### src/rtl/pipe_stage_reg.sv
// Elastic pipeline stage register with valid/ready handshake, flush and NOP bubbles.
// Define PIPE_SKID_EN for a two-entry output+skid stage with a registered in_ready_o.
module pipe_stage_reg #(
  parameter int DATA_W = 32,
  parameter int CTRL_W = 8
) (
  input  logic              clk,
  input  logic              rst,
  input  logic              flush_i,
  input  logic              in_valid_i,
  output logic              in_ready_o,
  input  logic [CTRL_W-1:0] in_ctrl_i,
  input  logic [DATA_W-1:0] in_data_i,
  output logic              out_valid_o,
  input  logic              out_ready_i,
  output logic [CTRL_W-1:0] out_ctrl_o,
  output logic [DATA_W-1:0] out_data_o,
  output logic [1:0]        count_o
);

  logic              accept;
  logic              drain;
  logic              out_vld_q;
  logic [CTRL_W-1:0] out_ctrl_q;
  logic [DATA_W-1:0] out_data_q;

  assign accept      = in_valid_i && in_ready_o;
  assign drain       = out_vld_q && out_ready_i;
  assign out_valid_o = out_vld_q;
  // Bubbles must look like NOPs downstream, whatever the stale register holds.
  assign out_ctrl_o  = out_vld_q ? out_ctrl_q : '0;
  assign out_data_o  = out_data_q;

`ifdef PIPE_SKID_EN
  logic              skid_vld_q;
  logic [CTRL_W-1:0] skid_ctrl_q;
  logic [DATA_W-1:0] skid_data_q;

  // Ready depends only on the skid flop, so out_ready_i never reaches in_ready_o.
  assign in_ready_o = !skid_vld_q;
  assign count_o    = {out_vld_q & skid_vld_q, out_vld_q ^ skid_vld_q};

  always_ff @(posedge clk) begin
    if (rst) begin
      out_vld_q   <= 1'b0;
      out_ctrl_q  <= '0;
      out_data_q  <= '0;
      skid_vld_q  <= 1'b0;
      skid_ctrl_q <= '0;
      skid_data_q <= '0;
    end else if (flush_i) begin
      out_vld_q  <= 1'b0;
      skid_vld_q <= 1'b0;
    end else if (drain) begin
      if (skid_vld_q) begin
        out_ctrl_q <= skid_ctrl_q;
        out_data_q <= skid_data_q;
        skid_vld_q <= 1'b0;
      end else if (accept) begin
        out_ctrl_q <= in_ctrl_i;
        out_data_q <= in_data_i;
      end else begin
        out_vld_q <= 1'b0;
      end
    end else if (accept) begin
      if (!out_vld_q) begin
        out_vld_q  <= 1'b1;
        out_ctrl_q <= in_ctrl_i;
        out_data_q <= in_data_i;
      end else begin
        skid_vld_q  <= 1'b1;
        skid_ctrl_q <= in_ctrl_i;
        skid_data_q <= in_data_i;
      end
    end
  end
`else
  assign in_ready_o = !out_vld_q || out_ready_i;
  assign count_o    = {1'b0, out_vld_q};

  always_ff @(posedge clk) begin
    if (rst) begin
      out_vld_q  <= 1'b0;
      out_ctrl_q <= '0;
      out_data_q <= '0;
    end else if (flush_i) begin
      out_vld_q <= 1'b0;
    end else if (accept) begin
      out_vld_q  <= 1'b1;
      out_ctrl_q <= in_ctrl_i;
      out_data_q <= in_data_i;
    end else if (drain) begin
      out_vld_q <= 1'b0;
    end
  end
`endif

endmodule

### config.mk
export PLATFORM = sky130hd
export DESIGN_NAME = pipe_stage_reg
export DESIGN_NICKNAME = d
export VERILOG_FILES = /design/src/rtl/pipe_stage_reg.sv
export SDC_FILE = /design/constraint.sdc
export NUM_CORES = 1
export LEC_CHECK = 0
export BUFFER_PORTS_ARGS = -buffer_cell sky130_fd_sc_hd__buf_2
export CAP_MARGIN = 20
export CORE_AREA = 2 2 72 67
export CTS_CLUSTER_DIAMETER = 120
export DETAILED_ROUTE_END_ITERATION = 6
export DIE_AREA = 0 0 74 69
export PLACE_DENSITY_LB_ADDON = 0.3
export SLEW_MARGIN = 20
export SYNTH_ARGS = -nofsm -noshare
export SYNTH_HDL_FRONTEND = slang
export SYNTH_SLANG_ARGS = --single-unit
### constraint.sdc
create_clock -name clk -period 1.7 [get_ports clk]
set_clock_uncertainty 0.05 [all_clocks]
set_input_delay 0.17 -clock clk [delete_from_list [all_inputs] [get_ports clk]]
set_output_delay 0.17 -clock clk [all_outputs]
set_load 0.03 [all_outputs]
==> flow_metrics.env <==
export IMPL_status="finished, final reports clean"
export IMPL_drc_errors=0
export IMPL_ys_seq_elements=41
export IMPL_start_util_pct=44.6
export IMPL_maxCapViolCount=0
export IMPL_viasPerCell=4.31
export IMPL_cts_sinks=41
export IMPL_finalHoldViolCount=0
export IMPL_port_buffers=87
export IMPL_setup_tns_ns=0
export IMPL_clk_latency_ns=0.28
export IMPL_synth_commonest_cells="nand2b_1 (80), dfxtp_1 (41), mux2i_1 (40)"
export IMPL_cts_resized=0
export IMPL_fmax_mhz=689
export IMPL_post_route_period_util_pct=85.4
export IMPL_fin_ws_ns=0.248
export IMPL_synthToLayoutAreaGrowth_pct=27.7
export IMPL_ios=89
export IMPL_cp_arrival_ns=1.23
export IMPL_cts_setup_buffers=0
export IMPL_met1Wirelength_mm=1.72
export IMPL_seq_power_share_pct=51.3
export IMPL_cts_hold_fix_buffers=0
export IMPL_clockBufferDepth=2
export IMPL_worst_setup_path_start_kind="flip-flop"
export IMPL_fp_dieW_um=74
export IMPL_diodes=0
export IMPL_fillers=393
export IMPL_initialDrtViolationCount=55
export IMPL_antenna_found_initial=0
export IMPL_place_area_sq_um=2390
export IMPL_gp_congestion=0.720
export IMPL_first_global_vias=1358
export IMPL_critPathBufInv=2
export IMPL_overflow=0
export IMPL_preCtsSetupSlack_ns=0.292
export IMPL_hold_slack_ns=0.0453
export IMPL_p_leak_nw=1.15
export IMPL_yosysTopAreaCellShare_pct=42.3
export IMPL_grt_pass1_wl_mm=5.98
export IMPL_htreeDepth=2
export IMPL_synth_flop_cell="dfxtp_1"
export IMPL_routed_wl_mm=3.56
export IMPL_place_hpwl_mm=2.40
export IMPL_vias=1440
export IMPL_postSynth_asyncResetShare_pct=0
export IMPL_worst_path_max_fanout=11
export IMPL_grt_max_degree=82
export IMPL_synth_top_area_cell="dfxtp_1"
export IMPL_synth_cell_types=13
export IMPL_die_area_sq_um=5110
export IMPL_core_rowCount=23
export IMPL_critPathRequiredTime_ns=1.48
export IMPL_critPathMaxStageDelay_ns=0.47
export IMPL_p_sw_w=0.000527
export IMPL_synth_seq_area_share_pct=42.3
export IMPL_p_per_area_nw_per_um2=814
export IMPL_swShare_pct=26.1
export IMPL_final_area_sq_um=2480
export IMPL_irDropWorstVdd_mv=0.394
export IMPL_worstSetupPathType="flip-flop to output port"
export IMPL_rsz0062_at_grt="false"
export IMPL_cts_made_buffers=5
export IMPL_setup_viol=0
export IMPL_drtAntennaViolNets=0
export IMPL_cts_tree="yes"
export IMPL_synth_edf_count=0
export IMPL_die_h_um=69
export IMPL_p_int_w=0.00149
export IMPL_cts_clk_slew_worst_paths_ns=0.07
export IMPL_avgRoutedWirePerCell_um=10.6
export IMPL_avgSynthCellArea_sq_um=10.2
export IMPL_top_layer="met4"
export IMPL_met3_length_um=209
export IMPL_grt_usage_pct=14.7
export IMPL_dr_pass1_iters=4
export IMPL_crit_chain="nor2b_4 -> inv_1 -> buf_2"
export IMPL_slowest_stage="dfxtp_1"
export IMPL_syn_area_sq_um=1940
export IMPL_syn_instance_count=190
export IMPL_power_frac_comb_pct=17.6
export IMPL_coreArea_sq_um=4350
export IMPL_synth_nets=235
export IMPL_period_needed_ns=1.45
export IMPL_ys_warnings_count=0
export IMPL_drive_above_1_share_pct=39.0
export IMPL_wl_met2_mm=1.61
export IMPL_synth_most_common_cell="nand2b_1"
export IMPL_yosys_top_cells_area="dfxtp_1 (42%), nand2b_1 (26%), mux2i_1 (21%)"
export IMPL_clockRootBuffer="clkbuf_8"
export IMPL_critPathTopFamily="flip-flops"
export IMPL_clkPwrFrac_pct=31.1
export IMPL_final_nets=317
export IMPL_hp_class="input port to flip-flop"
export IMPL_endpoint_kind="output port"
export IMPL_final_max_slew_viol_count=0
-- cells in the final DEF (no fill, tap or decap) --
| cell type | count |
|---|---|
| buf_4 | 1 |
| inv_1 | 1 |
| clkbuf_1 | 1 |
| nor2b_4 | 1 |
| conb_1 | 1 |
| mux2i_1 | 40 |
| dfxtp_1 | 41 |
| and2_2 | 8 |
| nor3b_4 | 1 |
| nor2_1 | 1 |
| buf_2 | 87 |
| buf_12 | 2 |
| nor3_1 | 1 |
| clkbuf_8 | 6 |
| nand2b_1 | 80 |
-- registers in the layout (all words and copies together), names as in the netlist --
register and cells:
out_valid_o 1, out_data_o 32, out_ctrl_q 8
-- stage by stage --
| step | total power [W] | instances | util [%] |
|---|---|---|---|
| 2_1_floorplan | 0.00131 | 190 | - |
| 3_3_place_gp | 0.00141 | 327 | 55.0 |
| 3_5_place_dp | 0.00142 | 327 | 55.0 |
| 4_1_cts | 0.00205 | 334 | 57.0 |
| 5_1_grt | 0.00212 | 334 | 57.0 |
| 6_report | 0.00202 | 334 | 57.0 |
-- layout make-up --
cell class,instances,area [sq um],area share (%)
flip-flops and latches,41,821,33.1
inverters,1,3.75,0.152
repair buffers,90,483,19.5
clock buffers,7,86.3,3.48
multi-input cells,133,1010,40.6
well taps,62,77.6,3.13
-- power groups by stage --
stage / Combinational (W) / Clock (W) / Sequential [W]
2_1_floorplan: 0.000173 / 0 / 0.00114
3_3_place_gp: 0.000356 / 0 / 0.00106
3_5_place_dp: 0.000359 / 0 / 0.00106
4_1_cts: 0.000361 / 0.000659 / 0.00103
5_1_grt: 0.000384 / 0.000698 / 0.00104
6_report: 0.000355 / 0.000628 / 0.00103
-- cells by family after synthesis --
kind of cell	share of synthesized area [%]
simple gates	31.0
flops	42.3
mux	20.6
buf+inv	5.81
other cells	0.193
-- final timing paths --
kind	startpoint	endpoint	slack, ns	cells past startpoint
hold / removal	flush_i	out_valid_o	0.05	2
setup reg to reg	out_valid_o	out_data_o[17]	0.29	4
setup / recovery	out_valid_o	in_ready_o	0.25	3
hold reg to reg	out_data_o[19]	out_data_o[19]	0.42	2
-- metal layers --
metal / track usage [%] / vias to the layer above
li1: - / 761
met2: 23.5 / 44
met5: 0 / -
met3: 4.82 / 2
met4: 4.85 / 0
met1: 18.4 / 633
No activity file was read; power rests on OpenSTA's default activity.
